File: src/rtl/load_a2d_intf.sv
//------------------------------------------------------------------------------
// Module      : load_a2d_intf
// Description : Round-robin SPI reader for the left/right load-cell and battery
//               A2D channels. Optional macro LOAD_CELL_AVG_EN enables load-cell
//               averaging.
// Revision    : 1.0 - initial release
//------------------------------------------------------------------------------
`default_nettype none

module load_a2d_intf #(
    parameter logic [2:0] LFT_CH  = 3'd0,
    parameter logic [2:0] RGHT_CH = 3'd4,
    parameter logic [2:0] BATT_CH = 3'd5
) (
    input  logic        clk,
    input  logic        rst,
    input  logic        nxt,
    input  logic        MISO,
    output logic        SS_n,
    output logic        SCLK,
    output logic        MOSI,
    output logic [11:0] lft_ld,
    output logic [11:0] rght_ld,
    output logic [11:0] batt,
    output logic        vld
);

    localparam logic [2:0] S_IDLE = 3'd0;
    localparam logic [2:0] S_CMD  = 3'd1;
    localparam logic [2:0] S_GAP  = 3'd2;
    localparam logic [2:0] S_READ = 3'd3;
    localparam logic [2:0] S_UPD  = 3'd4;

    localparam logic [4:0] c_div_init  = 5'b10111;
    localparam logic [4:0] c_div_rise  = 5'b01111;
    localparam logic [4:0] c_div_fall  = 5'b11111;
    localparam logic [4:0] c_num_smpl  = 5'd16;

    logic [2:0]  r_state;
    logic [2:0]  w_state_nxt;
    logic        r_ss_n;
    logic [4:0]  r_div;
    logic [15:0] r_shft;
    logic [11:0] r_rx;
    logic [4:0]  r_smpl_cnt;
    logic [1:0]  r_ptr;
    logic [11:0] r_lft_ld;
    logic [11:0] r_rght_ld;
    logic [11:0] r_batt;
    logic        r_vld;

    logic        w_smpl;
    logic        w_fall;
    logic        w_done;
    logic        w_shft;
    logic        w_start;
    logic        w_end;
    logic        w_upd;
    logic [15:0] w_cmd;
    logic [2:0]  w_chnl;
    logic [11:0] w_lft_new;
    logic [11:0] w_rght_new;

    assign w_smpl = ~r_ss_n && (r_div == c_div_rise);
    assign w_fall = ~r_ss_n && (r_div == c_div_fall);
    assign w_done = w_fall && (r_smpl_cnt == c_num_smpl);
    // The fall before any sample only frames the first bit, so it never shifts.
    assign w_shft = w_fall && (r_smpl_cnt != 5'd0);

    always_comb begin
        case (r_ptr)
            2'd0:    w_chnl = LFT_CH;
            2'd1:    w_chnl = RGHT_CH;
            default: w_chnl = BATT_CH;
        endcase
    end

`ifdef LOAD_CELL_AVG_EN
    logic [12:0] w_lft_sum;
    logic [12:0] w_rght_sum;

    assign w_lft_sum  = {1'b0, r_lft_ld}  + {1'b0, r_rx};
    assign w_rght_sum = {1'b0, r_rght_ld} + {1'b0, r_rx};
    assign w_lft_new  = w_lft_sum[12:1];
    assign w_rght_new = w_rght_sum[12:1];
`else
    assign w_lft_new  = r_rx;
    assign w_rght_new = r_rx;
`endif

    always_comb begin
        w_state_nxt = r_state;
        w_start     = 1'b0;
        w_end       = 1'b0;
        w_upd       = 1'b0;
        w_cmd       = 16'h0000;
        case (r_state)
            S_IDLE: begin
                if (nxt) begin
                    w_state_nxt = S_CMD;
                    w_start     = 1'b1;
                    w_cmd       = {2'b00, w_chnl, 11'h000};
                end
            end
            S_CMD: begin
                if (w_done) begin
                    w_state_nxt = S_GAP;
                    w_end       = 1'b1;
                end
            end
            S_GAP: begin
                w_state_nxt = S_READ;
                w_start     = 1'b1;
            end
            S_READ: begin
                if (w_done) begin
                    w_state_nxt = S_UPD;
                    w_end       = 1'b1;
                end
            end
            S_UPD: begin
                w_state_nxt = S_IDLE;
                w_upd       = 1'b1;
            end
            default: w_state_nxt = S_IDLE;
        endcase
    end

    always_ff @(posedge clk) begin
        if (rst) begin
            r_state    <= S_IDLE;
            r_ss_n     <= 1'b1;
            r_div      <= c_div_init;
            r_shft     <= 16'h0000;
            r_rx       <= 12'h000;
            r_smpl_cnt <= 5'd0;
            r_ptr      <= 2'd0;
            r_lft_ld   <= 12'h000;
            r_rght_ld  <= 12'h000;
            r_batt     <= 12'h000;
            r_vld      <= 1'b0;
        end else begin
            r_state <= w_state_nxt;
            r_vld   <= w_upd;
            if (w_start) begin
                r_ss_n     <= 1'b0;
                r_div      <= c_div_init;
                r_shft     <= w_cmd;
                r_smpl_cnt <= 5'd0;
            end else if (w_end) begin
                r_ss_n <= 1'b1;
            end else if (~r_ss_n) begin
                r_div <= r_div + 5'd1;
                // Only the low 12 of the 16 shifted-in bits are retained.
                if (w_smpl) begin
                    r_rx       <= {r_rx[10:0], MISO};
                    r_smpl_cnt <= r_smpl_cnt + 5'd1;
                end
                if (w_shft) begin
                    r_shft <= {r_shft[14:0], 1'b0};
                end
            end
            if (w_upd) begin
                case (r_ptr)
                    2'd0:    r_lft_ld  <= w_lft_new;
                    2'd1:    r_rght_ld <= w_rght_new;
                    default: r_batt    <= r_rx;
                endcase
                r_ptr <= (r_ptr == 2'd2) ? 2'd0 : r_ptr + 2'd1;
            end
        end
    end

    assign SS_n    = r_ss_n;
    assign SCLK    = r_ss_n | r_div[4];
    assign MOSI    = r_shft[15];
    assign lft_ld  = r_lft_ld;
    assign rght_ld = r_rght_ld;
    assign batt    = r_batt;
    assign vld     = r_vld;

endmodule

`default_nettype wire
File: config.mk
export PLATFORM = sky130hd
export DESIGN_NAME = load_a2d_intf
export DESIGN_NICKNAME = d
export VERILOG_FILES = /design/src/rtl/load_a2d_intf.sv
export SDC_FILE = /design/constraint.sdc
export NUM_CORES = 1
export LEC_CHECK = 0
export CAP_MARGIN = 20
export CORE_MARGIN = 8
export CORE_UTILIZATION = 55
export CTS_BUF_LIST = sky130_fd_sc_hd__clkbuf_8
export DETAILED_ROUTE_END_ITERATION = 7
export PLACE_DENSITY_LB_ADDON = 0.2
export SYNTH_ARGS = -nofsm -noshare
export SYNTH_HDL_FRONTEND = slang
export SYNTH_SLANG_ARGS = --single-unit
File: constraint.sdc
create_clock -name clk -period 2.64 [get_ports clk]
set_input_delay 0.528 -clock clk [delete_from_list [all_inputs] [get_ports clk]]
set_output_delay 0.528 -clock clk [all_outputs]
set_load 0.1 [all_outputs]
Word-level counts from Yosys, hierarchy flattened
Cells that the tools add are included.
{"block": "totals", "regBits": 81, "in_bits": 4, "wordCells": 72, "output_inout_bits": 40}
{"block": "op_classes", "n_reduce_logical": 20, "bitwise_logic": 5, "n_mux": 19, "eq_ne": 14, "n_addsub": 3}
{"operator": "two-way mux 16 bit", "count": 4}
{"operator": "two-way mux 14 bit", "count": 2}
{"operator": "one-hot mux 3 bit (4 select lines)", "count": 1}
{"operator": "adder 5 x 1 -> 5 bit, second input constant", "count": 2}
{"operator": "== test 5 bit, second input constant", "count": 2}
{"operator": "two-way mux 3 bit", "count": 3}
{"operator": "AND reduction 3 bit", "count": 3}
{"operator": "!= test 2 bit, second input constant", "count": 4}
{"operator": "AND reduction 2 bit", "count": 4}
{"operator": "== test 3 x 2 -> 1 bit, second input constant", "count": 2}
{"operator": "two-way mux 1 bit", "count": 6}
{"operator": "one-hot mux 3 bit (2 select lines)", "count": 1}
{"operator": "OR reduction 2 bit", "count": 3}
{"operator": "== test 5 x 4 -> 1 bit, second input constant", "count": 1}
{"operator": "nonzero test 5 bit", "count": 1}
{"operator": "logical AND 1 bit", "count": 4}
{"operator": "inverter 1 bit", "count": 4}
{"operator": "AND reduction 4 bit", "count": 1}
{"operator": "nonzero test 2 bit", "count": 2}
{"operator": "== test 3 x 1 -> 1 bit, second input constant", "count": 1}
{"operator": "== test 3 bit, second input constant", "count": 1}
{"operator": "logical NOT 3 bit", "count": 1}
{"operator": "adder 2 x 1 -> 2 bit, second input constant", "count": 1}
{"operator": "== test 2 x 1 -> 1 bit, second input constant", "count": 1}
{"operator": "other kinds (6)", "count": 6}

Logic depth before layout (Yosys ltp)
{"block": "logic_depth", "depth_word": 7, "ltp_mapped": 8, "ltp_nobuf": 7}

Least setup slack after synthesis
No wires, ideal clock.
{"block": "synth_path", "path_type": "register to register", "startpoint": "register r_ss_n, in the netlist SS_n", "endpoint": "register r_shft[13]", "required_time_ns": 2.519, "setup_slack_ns": 0.484, "stages_incl_launch_ff": 5, "setup_ns": 0.121, "synth_period_minus_slack_ns": 2.156, "arrival_time_ns": 2.035, "path_buffers": 0, "path_cell_list": "dfxtp_1 > nor2b_1 > and4_1 > nor2_2 > mux2_4"}
{"block": "synth_between", "elab_chain_cells": 7, "word_cells_on_any_way": 10, "cone_classes": "2 x eq/ne; 2 x mux; 1 x bitwise; 5 x reduce/logical"}
{"element": "start: declaration", "line": "41", "text": "logic r_ss_n;"}
{"element": "start signal: assignment", "line": "132", "text": "r_ss_n <= 1'b1;"}
{"element": "start signal: assignment", "line": "146", "text": "r_ss_n <= 1'b0;"}
{"element": "start signal: assignment", "line": "151", "text": "r_ss_n <= 1'b1;"}
{"element": "inverter 1 bit (no line)"}
{"element": "logical AND 1 bit", "line": "65", "text": "assign w_fall = ~r_ss_n && (r_div == c_div_fall);"}
{"element": "logical AND 1 bit", "line": "66", "text": "assign w_done = w_fall && (r_smpl_cnt == c_num_smpl);"}
{"element": "two-way mux 1 bit", "line": "106, 116"}
{"element": "two-way mux 1 bit"}
{"element": "!= test 2 bit (no line)"}
{"element": "AND reduction 3 bit (no line) (*)"}
{"element": "end signal: assignment", "line": "148", "text": "r_shft <= w_cmd;"}
{"element": "end signal: assignment", "line": "160", "text": "r_shft <= {r_shft[14:0], 1'b0};"}
{"element": "end: declaration", "line": "43", "text": "logic [15:0] r_shft;"}
Mark *: on every way between the ends. The rest lies on a longest branch, timed or not.
A chain may end at the register's enable or synchronous reset.

Worst setup path in the final report
{"block": "layout_path", "startpoint": "register r_div[0]", "endpoint": "register r_rx[3]"}
{"block": "layout_between", "elab_chain_cells": 7, "word_cells_on_any_way": 9, "cone_classes": "2 x eq/ne; 2 x mux; 1 x bitwise; 4 x reduce/logical"}
{"element": "start: declaration", "line": "42", "text": "logic [4:0] r_div;"}
{"element": "start signal: assignment", "line": "133", "text": "r_div <= c_div_init;"}
{"element": "start signal: assignment", "line": "147", "text": "r_div <= c_div_init;"}
{"element": "start signal: assignment", "line": "153", "text": "r_div <= r_div + 5'd1;"}
{"element": "== test 5 bit", "line": "65"}
{"element": "logical AND 1 bit", "line": "65"}
{"element": "logical AND 1 bit", "line": "66"}
{"element": "two-way mux 1 bit", "line": "106, 116"}
{"element": "two-way mux 1 bit"}
{"element": "inverter 1 bit (no line)"}
{"element": "AND reduction 4 bit (no line) (*)"}
{"element": "end signal: assignment", "line": "156", "text": "r_rx <= {r_rx[10:0], MISO};"}
{"element": "end: declaration", "line": "44", "text": "logic [11:0] r_rx;"}
Marks and branches as above.

==> flow_metrics.py <==
metrics = {
    "sta": {
        "slew_viol_final": 0,
        "setup_viol": 0,
        "skew_ns": 0.0127,
        "slew_headroom": 0.498,
        "rsz0062_at_grt": "false",
        "fin_tns_setup_ns": 0,
        "holdWs_ns": 0.454,
        "worst_slew_pin_slew_ns": 0.753,
        "finalHoldViolations": 0,
        "final.min_clock_period_ns": 2.26,
        "max_freq_ghz": 0.442,
        "fin_crit_sh": 0.857,
    },
    "detailed_routing": {
        "vias": 2160,
        "drtIter0Drc": 110,
        "drc_errors": 0,
        "via_per_inst": 5.16,
        "antenna_left": 0,
        "firstDrtPassIters": 6,
        "wl_per_cell_um": 13.8,
        "wl_mm": 5.80,
    },
    "floorplanning": {
        "die_x_um": 87.8,
        "ios": 44,
        "dieArea_mm2": 0.00771,
        "fp.dieH_um": 87.8,
        "initial_utilization": 0.563,
        "core_mm2": 0.00504,
        "rows": 26,
    },
    "clocking": {
        "h-tree-depth": 3,
        "post_cts_buffers": 0,
        "clockBufferDepth": 2,
        "clock_latency_ns": 0.35,
        "cts_root_buffer": "clkbuf_8",
        "clkSlewWorstSetupHoldPaths_ns": 0.07,
        "cts.sinks": 70,
        "numCtsBuffers": 9,
        "cts_tree": "yes",
        "hold_buffers": 0,
        "ctsResizeCount": 0,
    },
    "critical_path": {
        "critPathMaxStageDelay_ns": 0.60,
        "path_buf_inv": 0,
        "crit_fanout": 12,
        "crit_type": "reg2reg",
        "path_cells": "ha_1 -> and3_1 -> ha_1 -> nor2b_1 -> o21ai_2 -> nor2_2 -> mux2i_1",
        "r2r_end": "r_rx[3]",
        "cp-end-kind": "flip-flop",
        "ff2ff_path_depth": 7,
        "reg2reg_from": "r_div[0]",
        "worstPathRequired_ns": 2.92,
        "path_common_cell": "ha_1",
        "slowest_stage": "nor2_2",
        "rrSetupSlack_ns": 0.38,
        "crit_arrival_ns": 2.54,
        "start_kind": "flip-flop",
        "cp_top_family": "simple AND/OR/NAND/NOR gates",
    },
    "synth": {
        "ys.flop_type": "dfxtp_1",
        "synth_area_leaders": "dfxtp_1, mux2i_1, nand2_1",
        "synth_nets": 313,
        "synth_warnings": 0,
        "syn_area_per_cell_um2": 9.33,
        "netlist_instances": 304,
        "synth_commonest_cells": "dfxtp_1, nand2_1, a21oi_1",
        "yosys.area.top_type_share": 0.494,
        "yosysTopAreaCell": "dfxtp_1",
        "synth-seq-cells": 70,
        "synth_edf_count": 0,
        "synth.most_common_cell": "dfxtp_1",
        "synth_area_mm2": 0.00284,
        "yosysSeqAreaShare": 0.494,
        "synthDistinctLibCells": 45,
        "async_reset_ff_frac": 0,
    },
    "outcome": {
        "status": "completed",
    },
    "power": {
        "p_per_area_mw_per_mm2": 616,
        "leakage_uw": 0.00145,
        "ir_worst_vdd_uv": 443,
        "report.power.total_uw": 2090,
    },
    "worst_hold_path": {
        "min_to": "batt[7]",
        "min_path_cells": 2,
        "hold_start": "batt[7]",
        "hold_class": "reg2reg",
    },
    "cells_and_area": {
        "num-nets-final": 353,
        "postLayoutCoreUtil": 0.673,
        "fill_cells": 425,
        "diodes": 0,
        "area.growth.synth_to_final_pct": 19.7,
        "drive_gt1_frac": 0.212,
    },
    "grt": {
        "groute.usage.overall": 0.161,
        "grt_pass1_vias": 1999,
        "grt_overflow": 0,
        "antenna_found_initial": 0,
        "grt_pass1_wl_mm": 9.56,
        "grt_start_max_net_pins": 47,
    },
    "placed_design": {
        "place.gp.congestion": 0.836,
        "io_buffers": 43,
        "dp_hpwl_mm": 4.07,
    },
    "run": {
        "cap_violations": 0,
    },
}
[flip-flops by register name (all words and copies together), names as in the netlist]
| register | cells |
|---|---|
| SS_n | 1 |
| r_ptr | 2 |
| vld | 1 |
| r_rx | 12 |
| r_shft | 5 |
| rght_ld | 12 |
| r_state | 3 |
| lft_ld | 12 |
| r_smpl_cnt | 5 |
| batt | 12 |
| r_div | 5 |
[final cells by class]
cell class / count / area, um2 / area share
Tap cell: 70 / 87.6 / 0.0258
Multi-Input combinational cell: 213 / 1330 / 0.393
Inverter: 5 / 18.8 / 0.00553
Clock inverter: 7 / 90.1 / 0.0265
Clock buffer: 9 / 124 / 0.0365
Timing Repair Buffer: 45 / 340 / 0.100
Sequential cell: 70 / 1400 / 0.413
[how the worst max path moves through the flow]
stage                 endpoint  startpoint  slack (ns)  cells past startpoint
floorplan           r_shft[13]        SS_n        0.48                      4
global placement       r_rx[2]         nxt        0.43                      5
detailed placement     r_rx[3]         nxt        0.39                      5
CTS                    r_rx[3]    r_div[0]        0.38                      7
global route           r_rx[3]    r_div[0]        0.16                      7
finish                 r_rx[3]    r_div[0]        0.38                      7
[cell usage in the layout, fill, tap and decap left out, types with 3 or more instances in the layout]
cell type  count
or2_2          4
ha_1           5
nand3_1        3
nor2b_1        6
nor2_1        23
a21oi_1       30
mux2i_1       27
nand2_1       55
nand4_1        3
xor2_1         3
inv_1          6
dfxtp_1       70
xnor2_1        5
o21ai_0        3
nand2b_1      16
clkbuf_8       9
buf_4         42
[stage by stage]
| stage | instance area [um2] | worst slack (ns) | cells |
|---|---|---|---|
| 2_1_floorplan | 2840 | 0.484 | 304 |
| 3_3_place_gp | 3180 | 0.431 | 403 |
| 3_5_place_dp | 3180 | 0.392 | 403 |
| 4_1_cts | 3400 | 0.377 | 419 |
| 5_1_grt | 3400 | 0.158 | 419 |
| 6_report | 3400 | 0.378 | 419 |
[worst reg2reg max path, delay by kind of cell (launching register included)]
| family | cells | cell delay (ns) |
|---|---|---|
| adders and majority gates | 2 | 0.32 |
| and+or+nand+nor | 3 | 1.09 |
| muxes | 1 | 0.27 |
| DFF | 1 | 0.37 |
| AOI/OAI and AO/OA | 1 | 0.15 |
[routing by layer]
metal / GRT usage / vias up / wire (um)
li1: - / 1101 / -
met1: 0.189 / 1007 / 2670
met2: 0.254 / 46 / 2700
met3: 0.0610 / 6 / 358
met4: 0.0703 / 0 / 67
met5: 0 / - / 0
[report_power, final]
part | switching [uW] | internal, uW
combinational | 53.1 | 33.0
clock | 407 | 526
sequential | 10.5 | 1060
[logic make-up after synthesis]
| family | share of synthesized area |
|---|---|
| and+or+nand+nor | 0.230 |
| DFF | 0.494 |
| AOI/OAI and AO/OA | 0.0886 |
| muxes | 0.104 |
| buffers and inverters | 0.0362 |
| xor gates and xnor gates | 0.0247 |
| adders and majority gates | 0.0220 |
Power figures use the tool's default switching activity.
==> patch 1, RTL diff (same settings) <==
Add a define of `LOAD_CELL_AVG_EN`.
--- a/src/rtl/load_a2d_intf.sv
+++ b/src/rtl/load_a2d_intf.sv
@@ -6,6 +6,8 @@
 // Revision    : 1.0 - initial release
 //------------------------------------------------------------------------------
 `default_nettype none
+
+`define LOAD_CELL_AVG_EN
 
 module load_a2d_intf #(
     parameter logic [2:0] LFT_CH  = 3'd0,
Function: same outputs for any inputs over 10 cycles, from zero or initial values and one cycle with rst high; that may be too few to reach the edited logic, so the function may still have changed.
==> patch 1 against the unedited design <==
Hold slack better by 0.0055 ns. Power shrank 3.6%. Critical path depth increased by 1. Cell area increased by 26%. Die area increased by 24%. Synthesized area increased by 29%. Sequential cell count unchanged. Combinational power decreased by 2.4%. Setup slack worse by 0.029 ns. Routed wire length is 44% higher. Largest power group unchanged. Highest routed layer unchanged.
==> patch 1: results <==
outcome:
  run_status: "complete, no violations"
finish:
  buffers: 52
  buf_share_pct: 9.19
  clkCellAreaFrac_pct: 4.65
sta:
  fin_crit_sh_pct: 86.8
  fin_skew_ns: 0.0113
setup_path:
  cpPeakStageDelay_ns: 0.42
  r2r-start: "r_rx[0]"
  crit_path_start: "r_rx[0]"
  reg2reg_setup_slack_ns: 0.35
  r2r_cells: 8
grt:
  met3_usage_pct: 3.51
  grt_pass1_vias: 3067
  grt_start_max_net_pins: 31
routing:
  vias: 3217
  drt_pre_antenna_iters: 4
  wl_per_cell_um: 14.7
  avgViaCountPerCell: 5.69
  route.met2.wl_um: 3820
placement:
  place_ws_ns: 0.389
  dp_cells: 549
  place_congestion: 0.903
power_and_ir_drop:
  leakagePower_nw: 1.73
synth:
  ys_seq_area_share_pct: 38.2
  ys_types: 55
  syn_avg_cell_area_sq_um: 8.40
-- patch 1: cell types whose count changed in the layout (fill, tap and decap cells not counted), moves of 7 or more --
cell      before  now
o21ai_0        3   17
nor2_1        23   39
nand2_1       55   75
buf_4         42   49
nand2b_1      16    3
nand3_1        3   10
xnor2_1        5   16
a21oi_1       30   51
mux2i_1       27   14
ha_1           5   27
-- patch 1: logic make-up (layout without fill, tap and decap cells) --
logic type / Yosys count / count (layout) / synth area share, %
AOI/OAI and AO/OA: 106 / 106 / 17.5
muxes: 14 / 14 / 3.82
DFF: 70 / 70 / 38.2
buffers and inverters: 28 / 79 / 3.51
xor gates and xnor gates: 21 / 21 / 5.01
adders and majority gates: 29 / 29 / 10.3
and+or+nand+nor: 169 / 169 / 21.7
-- patch 1: where the power goes --
part           internal (mW)  total, mW  switching (mW)
combinational         0.0270     0.0840          0.0570
clock                  0.439      0.863           0.424
sequential              1.06       1.07         0.00776
==> patch 2, RTL diff (same flow settings) <==
Without the edit above. Put one more register stage on the output `vld`, cleared by the reset. The value now appears one clock later. The other outputs are not delayed to match.
--- a/src/rtl/load_a2d_intf.sv
+++ b/src/rtl/load_a2d_intf.sv
@@ -177,7 +177,13 @@
     assign lft_ld  = r_lft_ld;
     assign rght_ld = r_rght_ld;
     assign batt    = r_batt;
-    assign vld     = r_vld;
+    always_ff @(posedge clk) begin
+        if (rst) begin
+            vld <= '0;
+        end else begin
+            vld <= r_vld;
+        end
+    end
 
 endmodule
 
Check against the original RTL: no difference found for any inputs over 10 cycles, from zero or initial values and one cycle with rst high; that may be too few to reach the edited logic, so the function may still have changed.
==> patch 2 against the unedited design <==
Setup slack got worse by 0.029 ns. Via count rose by 0.60%. Synthesized area is 0.93% higher. Cell area rose by 0.11%. Routed wire length increased by 0.86%. Sequential cell count is 1 higher. Global-route usage increased by 0.16 points. Power decreased by 7.5%. Critical endpoint is now r_rx[5]. Highest routed layer unchanged.
==> patch 2: results <==
synth:
  synth_common_cells: "dfxtp_1 (71), nand2_1 (55), a21oi_1 (30)"
  ys_top_cells_by_area: "dfxtp_1 (50%), mux2i_1 (9.4%), nand2_1 (7.2%)"
  yosys_warnings: 0
  ys_types: 45
  ys.flop_type: "dfxtp_1"
  syn-num-nets: 315
  syn_avg_cell_area_sq_um: 9.36
  ys_seq_area_share_pct: 49.6
cts:
  ctsResizeCount: 0
  clk_pin_slew_ns: 0.07
  cts_buffers: 9
  cts_max_path_buffers: 2
  cts_root_buf: "clkbuf_8"
  cts_max_level: 3
  insertion_delay_ns: 0.33
sta:
  fin_skew_ns: 0.00870
  tightest_slew_ns: 0.811
  drv_slew: 0
power_and_ir_drop:
  sw_frac_of_total_pct: 22.7
  leakagePower_nw: 1.46
  powerDensity_nw_per_um2: 570
  power_combinational_mw: 0.0891
  pg_clk_mw: 0.759
  ir_drop_uv: 456
grt:
  grt_pass1_wl_um: 9840
  grt_start_max_net_pins: 32
  use_met2_pct: 27.3
  grt_use_total_pct: 16.2
  antenna_found_initial: 0
  global_route.usage.met1_pct: 18.2
  met3_usage_pct: 4.50
  grt_pass1_vias: 2097
routing:
  drt_wl_total_um: 5850
  highest_layer: "met4"
  wl_met1_um: 2570
  met3_length_um: 273
  vias: 2173
  drt_pre_antenna_iters: 4
  dr.first_iter.drc_count: 95
  route.met2.wl_um: 2890
placement:
  dp_cells: 407
  place_congestion: 0.833
  place_ws_ns: 0.355
  hpwl_um: 4190
  port_buffers: 43
  dpl_cell_area_sq_um: 3220
setup_path:
  crit_path_start: "r_div[0]"
  crit_fanout: 12
  crit_path_top_delay_cell: "nor2_2"
  cpPeakStageDelay_ns: 0.63
  critPathArrivalTime_ns: 2.55
  path_delay_family: "simple AND/OR/NAND/NOR gates"
finish:
  final_cells: 423
  nets: 357
  drive_gt1_share_pct: 21.2
hold_path:
  hp-class: "reg -> reg"
outcome:
  run_status: "complete, no violations"
-- patch 2: worst paths after layout --
| path | end | cells after the start | slack, ns |
|---|---|---|---|
| setup / recovery | r_rx[5] | 7 | 0.35 |
| hold / removal | batt[7] | 2 | 0.45 |
| setup reg to reg | r_rx[5] | 7 | 0.35 |
| hold reg to reg | batt[7] | 2 | 0.45 |
-- patch 2: cells by family (layout without fill, tap and decap cells) --
family | Yosys count | after routing | synth area share [%]
multiplexers | 29 | 29 | 10.4
buffers and inverters | 21 | 68 | 3.58
adder cells (fa/ha/maj) | 5 | 5 | 2.18
AO/OA/AOI/OAI | 42 | 42 | 8.78
XOR/XNOR | 8 | 8 | 2.45
AND/OR/NAND/NOR | 130 | 130 | 23.0
flip-flops | 71 | 71 | 49.6
-- patch 2: area by class of cell --
class	count	area (sq um)
clock buffers	11	151
multi-input cells	214	1340
repair buffers	47	355
clock inverters	5	25.0
inverters	5	18.8
well taps	70	87.6
fillers	444	1680
flip-flops and latches	71	1420
